[src/rtl/pixmon_pkg.sv]
// Shared types and helpers for the pixel stream monitor.
// Pure declarations: no timing, no state.
// Coordinates are carried at COORD_W bits internally so helpers work for any CW <= 16.
package pixmon_pkg;

    typedef enum logic {
        HUNT   = 1'b0,
        ACTIVE = 1'b1
    } state_t;

    localparam int LIT_W   = 19;
    localparam int CHK_W   = 16;
    localparam int COORD_W = 16;

    typedef struct packed {
        logic [COORD_W-1:0] x;
        logic [COORD_W-1:0] y;
    } coord_t;

    // Rotate left by one bit.
    function automatic logic [CHK_W-1:0] rotl1(input logic [CHK_W-1:0] v);
        return {v[CHK_W-2:0], v[CHK_W-1]};
    endfunction

    // Raster successor: x wraps at x_last with y+1; y wraps at y_last back to the origin.
    function automatic coord_t next_coord(input coord_t c,
                                          input logic [COORD_W-1:0] x_last,
                                          input logic [COORD_W-1:0] y_last);
        coord_t n;
        n = c;
        if (c.x == x_last) begin
            n.x = '0;
            n.y = (c.y == y_last) ? '0 : c.y + 1'b1;
        end else begin
            n.x = c.x + 1'b1;
        end
        return n;
    endfunction

endpackage

[src/rtl/pixmon_bbox_acc.sv]
// Min/max bounding-box tracker for lit pixels within one frame.
// Latency: latch_i captures the box including the same-cycle update; outputs valid next cycle.
// No backpressure: one sample per cycle, always accepted.
module pixmon_bbox_acc #(
    parameter int CW = 10
) (
    input  logic          clk_i,
    input  logic          rst_i,
    input  logic          clear_i,
    input  logic          upd_i,
    input  logic          latch_i,
    input  logic [CW-1:0] x_i,
    input  logic [CW-1:0] y_i,
    output logic [CW-1:0] x0_o,
    output logic [CW-1:0] x1_o,
    output logic [CW-1:0] y0_o,
    output logic [CW-1:0] y1_o,
    output logic          valid_o
);

    logic [CW-1:0] x0_q, x0_d, x1_q, x1_d, y0_q, y0_d, y1_q, y1_d;
    logic          any_q, any_d;

    // Next box: clear empties it (coords zeroed so an empty frame reports 0s), first lit pixel loads all four.
    always_comb begin
        x0_d  = x0_q;
        x1_d  = x1_q;
        y0_d  = y0_q;
        y1_d  = y1_q;
        any_d = any_q;
        if (clear_i) begin
            x0_d  = '0;
            x1_d  = '0;
            y0_d  = '0;
            y1_d  = '0;
            any_d = 1'b0;
        end
        if (upd_i) begin
            if (!any_d) begin
                x0_d = x_i;
                x1_d = x_i;
                y0_d = y_i;
                y1_d = y_i;
            end else begin
                if (x_i < x0_d) x0_d = x_i;
                if (x_i > x1_d) x1_d = x_i;
                if (y_i < y0_d) y0_d = y_i;
                if (y_i > y1_d) y1_d = y_i;
            end
            any_d = 1'b1;
        end
    end

    // Running box plus the published copy captured at frame end.
    always_ff @(posedge clk_i or posedge rst_i) begin
        if (rst_i) begin
            x0_q    <= '0;
            x1_q    <= '0;
            y0_q    <= '0;
            y1_q    <= '0;
            any_q   <= 1'b0;
            x0_o    <= '0;
            x1_o    <= '0;
            y0_o    <= '0;
            y1_o    <= '0;
            valid_o <= 1'b0;
        end else begin
            x0_q  <= x0_d;
            x1_q  <= x1_d;
            y0_q  <= y0_d;
            y1_q  <= y1_d;
            any_q <= any_d;
            if (latch_i) begin
                x0_o    <= x0_d;
                x1_o    <= x1_d;
                y0_o    <= y0_d;
                y1_o    <= y1_d;
                valid_o <= any_d;
            end
        end
    end

endmodule

[src/rtl/pixel_stream_monitor.sv]
// Pixel stream sink: checks raster order, per-frame lit count / checksum / optional bbox (PIXMON_BBOX_EN).
// Latency: summary outputs and frame_done appear one cycle after the last pixel (H_ACTIVE-1,V_ACTIVE-1).
// No backpressure: every cycle carries one sample; sync errors are sticky until reset.
module pixel_stream_monitor
    import pixmon_pkg::*;
#(
    parameter int H_ACTIVE = 640,
    parameter int V_ACTIVE = 480,
    parameter int CW       = 10
) (
    input  logic             clk_pix,
    input  logic             sim_rst,
    input  logic [CW-1:0]    sdl_sx,
    input  logic [CW-1:0]    sdl_sy,
    input  logic             sdl_de,
    input  logic [7:0]       sdl_r,
    input  logic [7:0]       sdl_g,
    input  logic [7:0]       sdl_b,
    output logic             frame_done,
    output logic [15:0]      frame_cnt,
    output logic [LIT_W-1:0] lit_cnt,
    output logic [CHK_W-1:0] checksum,
    output logic [CW-1:0]    bbox_x0,
    output logic [CW-1:0]    bbox_x1,
    output logic [CW-1:0]    bbox_y0,
    output logic [CW-1:0]    bbox_y1,
    output logic             bbox_valid,
    output logic             sync_err
);

    localparam logic [COORD_W-1:0] X_LAST = COORD_W'(H_ACTIVE - 1);
    localparam logic [COORD_W-1:0] Y_LAST = COORD_W'(V_ACTIVE - 1);

    state_t            state_q, state_d;
    coord_t            cur;
    coord_t            exp_q, exp_d;
    logic [CHK_W-1:0]  chk_q, chk_d;
    logic [LIT_W-1:0]  acc_lit_q, acc_lit_d;
    logic              sync_err_q, sync_err_d;
    logic              is_origin, match, take, frame_end, lit_px;

    logic              frame_done_q;
    logic [15:0]       frame_cnt_q;
    logic [LIT_W-1:0]  lit_cnt_q;
    logic [CHK_W-1:0]  checksum_q;

    assign cur.x     = COORD_W'(sdl_sx);
    assign cur.y     = COORD_W'(sdl_sy);
    assign is_origin = (cur == '0);
    assign lit_px    = sdl_de && (|{sdl_r, sdl_g, sdl_b});

    // Raster tracking and frame accumulation; (0,0) always opens a fresh frame.
    always_comb begin
        state_d    = state_q;
        exp_d      = exp_q;
        sync_err_d = sync_err_q;
        chk_d      = chk_q;
        acc_lit_d  = acc_lit_q;
        frame_end  = 1'b0;

        match = (state_q == ACTIVE) && (cur == exp_q);
        take  = is_origin || match;

        // HUNT tolerates anything; only an out-of-order sample inside a frame is an error.
        if ((state_q == ACTIVE) && !match) begin
            sync_err_d = 1'b1;
        end

        if (take) begin
            state_d   = ACTIVE;
            exp_d     = next_coord(cur, X_LAST, Y_LAST);
            frame_end = (cur.x == X_LAST) && (cur.y == Y_LAST);
            if (is_origin) begin
                chk_d     = '0;
                acc_lit_d = '0;
            end
            if (sdl_de) begin
                chk_d = rotl1(chk_d) ^ {sdl_r ^ sdl_b, sdl_g};
            end
            if (lit_px) begin
                acc_lit_d = acc_lit_d + 1'b1;
            end
        end else if (state_q == ACTIVE) begin
            state_d = HUNT;
        end
    end

    // State, accumulators, and the summary registers published at frame end.
    always_ff @(posedge clk_pix or posedge sim_rst) begin
        if (sim_rst) begin
            state_q      <= HUNT;
            exp_q        <= '0;
            chk_q        <= '0;
            acc_lit_q    <= '0;
            sync_err_q   <= 1'b0;
            frame_done_q <= 1'b0;
            frame_cnt_q  <= '0;
            lit_cnt_q    <= '0;
            checksum_q   <= '0;
        end else begin
            state_q      <= state_d;
            exp_q        <= exp_d;
            chk_q        <= chk_d;
            acc_lit_q    <= acc_lit_d;
            sync_err_q   <= sync_err_d;
            frame_done_q <= frame_end;
            if (frame_end) begin
                frame_cnt_q <= frame_cnt_q + 16'd1;
                lit_cnt_q   <= acc_lit_d;
                checksum_q  <= chk_d;
            end
        end
    end

    assign frame_done = frame_done_q;
    assign frame_cnt  = frame_cnt_q;
    assign lit_cnt    = lit_cnt_q;
    assign checksum   = checksum_q;
    assign sync_err   = sync_err_q;

`ifdef PIXMON_BBOX_EN
    pixmon_bbox_acc #(.CW(CW)) u_bbox (
        .clk_i   (clk_pix),
        .rst_i   (sim_rst),
        .clear_i (is_origin),
        .upd_i   (take && lit_px),
        .latch_i (frame_end),
        .x_i     (sdl_sx),
        .y_i     (sdl_sy),
        .x0_o    (bbox_x0),
        .x1_o    (bbox_x1),
        .y0_o    (bbox_y0),
        .y1_o    (bbox_y1),
        .valid_o (bbox_valid)
    );
`else
    assign bbox_x0    = '0;
    assign bbox_x1    = '0;
    assign bbox_y0    = '0;
    assign bbox_y1    = '0;
    assign bbox_valid = 1'b0;
`endif

endmodule

[config.mk]
export PLATFORM = sky130hd
export DESIGN_NAME = pixel_stream_monitor
export DESIGN_NICKNAME = d
export VERILOG_FILES = /design/src/rtl/pixmon_pkg.sv /design/src/rtl/pixmon_bbox_acc.sv /design/src/rtl/pixel_stream_monitor.sv
export SDC_FILE = /design/constraint.sdc
export NUM_CORES = 1
export LEC_CHECK = 0
export BUFFER_PORTS_ARGS = -buffer_cell sky130_fd_sc_hd__buf_2
export CORE_MARGIN = 2
export CORE_UTILIZATION = 55
export DETAILED_ROUTE_END_ITERATION = 8
export PLACE_DENSITY = 0.78
export SYNTH_ARGS = -nofsm -noshare
export SYNTH_HDL_FRONTEND = slang
export SYNTH_SLANG_ARGS = --single-unit
[constraint.sdc]
create_clock -name clk_pix -period 10.3 [get_ports clk_pix]
set_input_delay 1.03 -clock clk_pix [delete_from_list [all_inputs] [get_ports clk_pix]]
set_output_delay 1.03 -clock clk_pix [all_outputs]
set_load 0.1 [all_outputs]
* Yosys cells after proc, flatten, opt, wreduce, memory -nomap -nowiden
Index checks and enable logic that the tools add are counted.
** Storage, ports and cells
- Latch bits :: 0
- Logic and storage cells :: 40
- RAM bits :: 0
- Memories kept :: 0
- Memory bits (read-only) :: 0
- Register bits after elaboration :: 121
- Output and inout port bits :: 94
** Operators by class
- Eq/ne operators :: 3
- Reduce and logical (&&, ||, !) cells :: 8
- Bitwise operators :: 2
- Multiplexer cells :: 13
- Divide/modulo/power cells :: 0
- Shift-type cells :: 0
- Add/sub/neg operators :: 4
- $mul :: 0
- Magnitude comparators :: 0
** Operators with widths (count)
- $mux W19 :: 4
- $mux W16 :: 4
- $mux W11 :: 3
- $eq A26 B32 Y1 :: 1
- $logic_not A32 Y1 :: 1
- $reduce_or A24 Y1 :: 1
- $add A10 B1 Y11 const B :: 2
- $add A19 B1 Y19 const B :: 1
- $add A16 B1 Y16 const B :: 1
- $xor A16 B16 Y16 :: 1
- $eq A10 B10 Y1 const B :: 1
- $eq A10 B9 Y1 const B :: 1
- $xor A8 B8 Y8 :: 1
- $logic_and A1 B1 Y1 :: 4
- $mux W1 :: 2
- $logic_not A1 Y1 :: 1
- $logic_or A1 B1 Y1 :: 1

* Depth between registers and ports, before layout
Gate-level depths: netlist of the first run.
- Depth in word-level cells :: 7
- Depth in mapped cells :: 11

* Least setup slack after synthesis of the first run
OpenSTA, ideal clock, no wires.
- Path type :: input to register
- Start :: input sdl_sy[2]
- End :: register lit_cnt_q[8] (netlist: lit_cnt[8])
- Setup time :: 125 ps
- Buffers on the path :: 2
- Setup slack :: 7286 ps
- Cell stages on the path :: 9
- Data required time :: 10175 ps
- Data arrival time :: 2889 ps
- Cell sequence :: buf_2 > xor2_1 > nor4_2 > nand4_2 > nand3b_4 > o21a_1 > nor2_2 > buf_4 > mux2_2
** Between the ends
- Word-level cells in the longest chain between the ends :: 6
- Elaborated cells on any way between the ends :: 12
- Classes of those cells :: 1 x add/sub; 2 x eq/ne; 5 x mux; 4 x reduce/logical
** Ends and longest elaborated chain
- start, declared :: line pixel_stream_monitor.sv:14 : input logic [CW-1:0] sdl_sy,
- $logic_not A32 Y1 :: line pixel_stream_monitor.sv:49 : assign is_origin = (cur == '0);
- $mux W19 :: line pixel_stream_monitor.sv:73 : if (is_origin) begin
- $mux W19 :: line pixel_stream_monitor.sv:69 : if (take) begin
- $add A19 B1 Y19 :: line pixel_stream_monitor.sv:81 : acc_lit_d = acc_lit_d + 1'b1;
- $mux W19 :: line pixel_stream_monitor.sv:80 : if (lit_px) begin
- $mux W19 :: line pixel_stream_monitor.sv:69
- end signal, assigned :: line pixel_stream_monitor.sv:109 : lit_cnt_q <= acc_lit_d;
- end, declared :: line pixel_stream_monitor.sv:44 : logic [LIT_W-1:0] lit_cnt_q;
Several ways; a longest one is shown, not always the timed one. The select of a mux whose other input is x is not followed.
A chain may end at the register's enable or synchronous reset.

* Worst setup path in the final report of the first run
- Start :: input sdl_sy[0]
- End :: register lit_cnt_q[10] (netlist: lit_cnt[10])
Same word-level chain as after synthesis.

==> results of run 1 <==
-- metrics by stage --
step,utilization (%),instances,hold slack (ns)
after floorplan,-,692,0.458
after global placement,59.8,863,0.463
after detailed placement,59.8,863,0.466
after CTS,61.5,879,0.485
after global routing,61.5,879,0.499
final,61.5,879,0.481
-- how the worst max path moves through the flow --
stage,endpoint,slack (ns),depth (start not counted)
after global placement,lit_cnt[9],6.22,8
after CTS,lit_cnt[10],6.49,8
after detailed placement,lit_cnt[10],6.07,8
final,lit_cnt[10],6.49,8
after global routing,lit_cnt[10],6.26,8
after floorplan,acc_lit_q[0],6.34,1
-- cell usage after synthesis, types with 2 or more instances --
cell | instances | area share, %
a21o_1 | 2 | 0.25
a21oi_1 | 52 | 4.3
and2_1 | 5 | 0.52
and3_1 | 14 | 1.4
and4_1 | 4 | 0.58
buf_2 | 10 | 0.83
buf_4 | 43 | 5.3
clkbuf_1 | 17 | 1.1
dfrtp_1 | 111 | 46
ha_1 | 5 | 1.0
inv_1 | 11 | 0.68
mux2_2 | 4 | 0.74
nand2_1 | 76 | 4.7
nand3_1 | 23 | 1.9
nand4_1 | 8 | 0.83
nand4b_1 | 2 | 0.29
nor2_1 | 79 | 4.9
nor2b_1 | 4 | 0.41
nor3_1 | 2 | 0.17
nor3_2 | 2 | 0.33
nor3b_1 | 4 | 0.50
nor4_1 | 11 | 1.1
nor4_2 | 2 | 0.41
nor4_4 | 2 | 0.70
o21a_1 | 5 | 0.62
o21ai_0 | 14 | 1.2
o21ai_1 | 15 | 1.2
o311ai_0 | 2 | 0.29
o31ai_1 | 9 | 1.1
xnor2_1 | 35 | 5.1
xor2_1 | 57 | 8.2
-- cell families (layout without fill, tap and decap cells) --
logic type                 Yosys count  after routing  share of synthesized area, %
muxes                                4              4                         0.744
adders and majority gates            5              5                          1.03
xor gates and xnor gates            92             92                          13.3
and+or+nand+nor                    249            249                          20.8
DFF                                111            111                          45.9
other                                1             41                        0.0619
buffers and inverters               84            131                          8.20
AOI/OAI and AO/OA                  106            106                          9.98
-- flip-flops by register name, summed over array words and instances, names as in the netlist --
register,cells
checksum,16
frame_done,1
lit_cnt,19
exp_q,22
acc_lit_q,19
frame_cnt,16
state_q,1
chk_q,16
sync_err,1
-- power by group --
group          internal [mW]  total, mW  switching (mW)
registers              0.435      0.435      0.00000859
logic                 0.0190      0.119          0.0999
clock network         0.0969      0.248           0.152
total                  0.551      0.803           0.251
-- area by class of cell --
cell class                 count  share of cell area [%]
multi-input combinational    497                    44.1
sequential                   111                    41.8
timing repair buffer         103                    7.91
tap                          140                    2.64
clock buffer                  11                    2.13
inverter                      12                   0.716
clock inverter                 5                   0.641
-- metal layers --
layer  global-route usage [%]  share of wire (%)  up-vias
met2                     38.0                 49      134
met1                     32.6                 44     2274
met3                     3.89                5.3       18
met4                     7.42                1.6        0
li1                         -                  -     2268
met5                        0                  0        -
-- cell usage in the layout, fill, tap and decap left out, types with 3 or more instances in the layout --
master,n
nor2b_1,4
clkbuf_8,10
nand2_1,76
a21oi_1,52
buf_4,4
and3_1,14
inv_1,10
o21ai_0,14
conb_1,41
and2_1,5
nor2_1,79
xor2_1,57
nor4_1,11
xnor2_1,35
o31ai_1,9
dfrtp_1,111
buf_2,99
clkinvlp_4,3
nor3b_1,4
nand3_1,23
nand4_1,8
and4_1,4
o21a_1,5
ha_1,5
o21ai_1,15
mux2_2,4
==> results_dict.tcl, run 1 <==
set metrics [dict create \
    status "finished, final reports clean" \
    yosysWarnings 0 \
    cp.arrival_ns 4.07 \
    stdcell_area_um2 6640 \
    p_leak_nw 3.32 \
    placed_area_um2 6460 \
    wirelength_mm 13.4 \
    synth.yosys.seq_area_share_pct 45.9 \
    hold_buffers 0 \
    core_area_um2 10800 \
    synth-async-reset-ratio_pct 100 \
    worstSkewPairLatency_ns 0.38 \
    clkTransAtPathRegs_ns 0.11 \
    start_kind "input pin" \
    min_path_type "reg2reg" \
    drc 0 \
    ir_drop_mv 0.0808 \
    crit_path_max_fanout 21 \
    antennaDiodeCount 0 \
    end_kind "flip-flop" \
    grt_pass1_vias 4481 \
    vias 4694 \
    netlist_area_um2 6050 \
    fillers 955 \
    hold_end "frame_cnt[15]" \
    cts_tree "yes" \
    cts_resized 0 \
    hold_start "frame_cnt[15]" \
    max-slew-margin-rel_pct 36.8 \
    grt_pass1_wl_mm 21.7 \
    setup_tns_ns 0 \
    clockRootBuffer "clkbuf_8" \
    seq_area_um2 2780 \
    wl_per_cell_um 15.2 \
    setup.worst_path.class "in2reg" \
    syn_area_per_cell_um2 9.29 \
    multiInputGateArea_um2 2930 \
    worst_slack_ns 6.49 \
    cp_num_buf_inv 2 \
    max_freq_mhz 263 \
    clock_sinks 111 \
    post-place-ws_ns 6.07 \
    min_path_cells 1 \
    dp.final_hpwl_mm 9.87 \
    hold_viol_final 0 \
    rows 38 \
    pin_count 141 \
    crit_path_max_incr_delay_ns 0.79 \
    crit_slowest_cell "nand4b_1" \
    tightest_slew_ns 0.944 \
    crit_start "sdl_sy[0]" \
    finalPower_uw 803 \
    postRouteAntennaNets 0 \
    layout_min_cycle_time_ns 3.81 \
    final_max_slew_viol_count 0 \
    htree_levels 3 \
    r2r-end "frame_cnt[1]" \
    cp_cell_sequence "buf_2 -> inv_1 -> ha_1 -> nor4bb_1 -> nand4b_1 -> o21a_1 -> nor2_2 -> mux2_2" \
    antenna_found_initial 0 \
    initial_core_util_pct 56.1 \
    drive_above_1_share_pct 18.7 \
    ff2ff_path_depth 7 \
    dr.pass1.iters 4 \
    avgViaCountPerCell 5.34 \
    powerDensity_nw_per_um2 121 \
    cts_buffer_depth 2 \
    grt.total_usage_pct 23.5 \
    die_h_um 109 \
    cts_setup_buffers 0 \
    finalCritPeriodShare_pct 37.0 \
    post_synth_num_cell_types 53 \
    fin_skew_ns 0.0135 \
    synth-seq-cells 111 \
    ys.flop_type "dfrtp_1" \
    area_growth_pct 9.67 \
    drtIter0Drc 294 \
    setup_viol_count_final 0 \
    die_w_um 109 \
    cts_made_buffers 9 \
    rr_startpoint "exp_q[24]" \
    critPathRequiredTime_ns 10.57 \
    netlist_instances 652 \
    rsz0062_at_grt "false" \
    maxCapViolCount 0 \
    fin_nets 786 \
    grt_max_degree 70 \
    synth_edf_count 0 \
    globalplace.congestion 0.959 \
    r2r_slack_ns 7.28 \
    cp_top_family "simple AND/OR/NAND/NOR gates" \
    die_area_um2 11900 \
    overflow 0 \
    io_buffer_count 99 \
]
Power figures use the tool's default switching activity.
==> run 2: changes to the inputs <==
--- a/config.mk
+++ b/config.mk
@@ -7,9 +7,9 @@
 export LEC_CHECK = 0
 export BUFFER_PORTS_ARGS = -buffer_cell sky130_fd_sc_hd__buf_2
 export CORE_MARGIN = 2
-export CORE_UTILIZATION = 55
+export CORE_UTILIZATION = 49
 export DETAILED_ROUTE_END_ITERATION = 8
-export PLACE_DENSITY = 0.78
+export PLACE_DENSITY = 0.74
 export SYNTH_ARGS = -nofsm -noshare
 export SYNTH_HDL_FRONTEND = slang
 export SYNTH_SLANG_ARGS = --single-unit
==> constraint.sdc (replaced) <==
create_clock -name clk_pix -period 3.45 [get_ports clk_pix]
set_input_delay 0.345 -clock clk_pix [delete_from_list [all_inputs] [get_ports clk_pix]]
set_output_delay 0.345 -clock clk_pix [all_outputs]
set_load 0.1 [all_outputs]
==> run 2 against run 1 <==
Against the previous run:
- global-route usage decreased by 2.1 points
- routed wire length is 2.5% higher
- sequential share of layout area shrank 1.5 points
- sequential power rose to 3.0 times the previous value
- clock-buffer cell count decreased by 2
- cell area up 3.7%
- flip-flop and latch count did not move
- die area up 12%
- critical path depth fell by 1
- power rose to 3.5 times the previous value
- critical endpoint unchanged
- largest cell class unchanged
==> results_dict.tcl, run 2 (synthesized netlist as in run 1, its figures left out) <==
set metrics [dict create \
    fillers 1077 \
    max_freq_mhz 352 \
    io_buffer_count 99 \
    clkTransAtPathRegs_ns 0.08 \
    maxCapViolCount 0 \
    critPathRequiredTime_ns 3.70 \
    worstSkewPairLatency_ns 0.36 \
    postRouteAntennaNets 0 \
    setup_viol_count_final 0 \
    cts_tree "yes" \
    p_leak_nw 3.43 \
    die_w_um 115 \
    clockRootBuffer "clkbuf_16" \
    drtIter0Drc 380 \
    stdcell_area_um2 6890 \
    status "finished, final reports clean" \
    drive_above_1_share_pct 19.5 \
    grt_max_degree 65 \
    grt.total_usage_pct 21.4 \
    setup_tns_ns 0 \
    layout_min_cycle_time_ns 2.84 \
    globalplace.congestion 0.870 \
    hold_buffers 0 \
    end_kind "flip-flop" \
    die_h_um 115 \
    rsz0062_at_grt "false" \
    initial_core_util_pct 50.2 \
    finalCritPeriodShare_pct 82.3 \
    largest-register "exp_q" \
    fin_skew_ns 0.00755 \
    layout_common_cells "dfrtp_1, buf_2, nor2_1" \
    wl_per_cell_um 15.0 \
    crit_path_max_fanout 16 \
    overflow 0 \
    final_max_slew_viol_count 0 \
    core_area_um2 12100 \
    hold_viol_final 0 \
    postLayoutCoreUtil_pct 57.1 \
    pin_count 141 \
    tightest_slew_ns 0.673 \
    avgViaCountPerCell 5.12 \
    finalPower_mw 2.82 \
    vias 4676 \
    htree_levels 3 \
    wirelength_mm 13.7 \
    cts_resized 0 \
    powerDensity_nw_per_um2 410 \
    setup.worst_path.class "reg2reg" \
    grt_pass1_wl_mm 22.3 \
    die_area_um2 13300 \
    ir_drop_mv 0.317 \
    cts_made_buffers 9 \
    area_growth_pct 13.8 \
    min_path_type "in2async" \
    fin_hold_ws_ns 0.0628 \
    start_kind "flip-flop" \
    dr.pass1.iters 4 \
    cts_buffer_depth 2 \
    cp.arrival_ns 3.09 \
    clock_sinks 111 \
    fin_nets 792 \
    r2r_slack_ns 0.61 \
    rows 40 \
    max-slew-margin-rel_pct 54.8 \
    antenna_found_initial 0 \
    cts_setup_buffers 0 \
    drc 0 \
    placed_area_um2 6550 \
    grt_pass1_vias 4557 \
    antennaDiodeCount 0 \
    final_common_cell "dfrtp_1" \
    largest_register_ffs 22 \
    dp.final_hpwl_mm 10.1 \
]
==> run 2: layer usage <==
| layer | global-route usage (%) | up-vias | share of wire, % |
|---|---|---|---|
| li1 | - | 2290 | - |
| met5 | 0 | - | 0 |
| met1 | 28.2 | 2259 | 45 |
| met2 | 35.7 | 118 | 50 |
| met4 | 5.54 | 0 | 0.87 |
| met3 | 5.17 | 9 | 4.7 |
==> run 2: final cells by class <==
cell class / instances / area [um2] / share of cell area [%]
clock buffer: 9 / 225 / 3.27
sequential: 111 / 2780 / 40.3
timing repair buffer: 109 / 583 / 8.47
multi-input combinational: 497 / 2930 / 42.5
tap: 168 / 210 / 3.05
inverter: 12 / 47.5 / 0.690
clock inverter: 7 / 114 / 1.65
==> run 2: worst paths after layout <==
kind                            cells after the start      endpoint      start
worst max register to register                      7   lit_cnt[10]  exp_q[16]
worst min-delay path                                2  frame_cnt[6]    sim_rst
worst max-delay path                                7   lit_cnt[10]  exp_q[16]
worst min register to register                      1      sync_err   sync_err
max in group asynchronous                           3     exp_q[18]    sim_rst
min in group clk_pix                                2     exp_q[16]  sdl_sx[0]
==> run 2: worst max-delay path, cell delays in order, from the launching register on <==
cell and delay, ns:
dfrtp_1 0.40, xor2_1 0.15, nor4_1 0.33, nand4_2 0.27, nand3b_4 0.25, o21a_1 0.40, nor2_2 0.54, mux2_2 0.40
==> run 2: power breakdown <==
group	internal (mW)	total, mW	switching, mW	leakage, nW
combinational	0.0601	0.360	0.300	1.73
sequential	1.30	1.30	0.0000252	1.54
clock	0.654	1.16	0.509	0.165
total	2.01	2.82	0.809	3.43
==> run 2: per-stage QoR <==
stage / std cells / setup slack [ns]
after floorplan: 692 / 0.174
after global placement: 897 / 0.531
after detailed placement: 897 / 0.442
after CTS: 913 / 0.588
after global routing: 913 / 0.418
final: 913 / 0.610
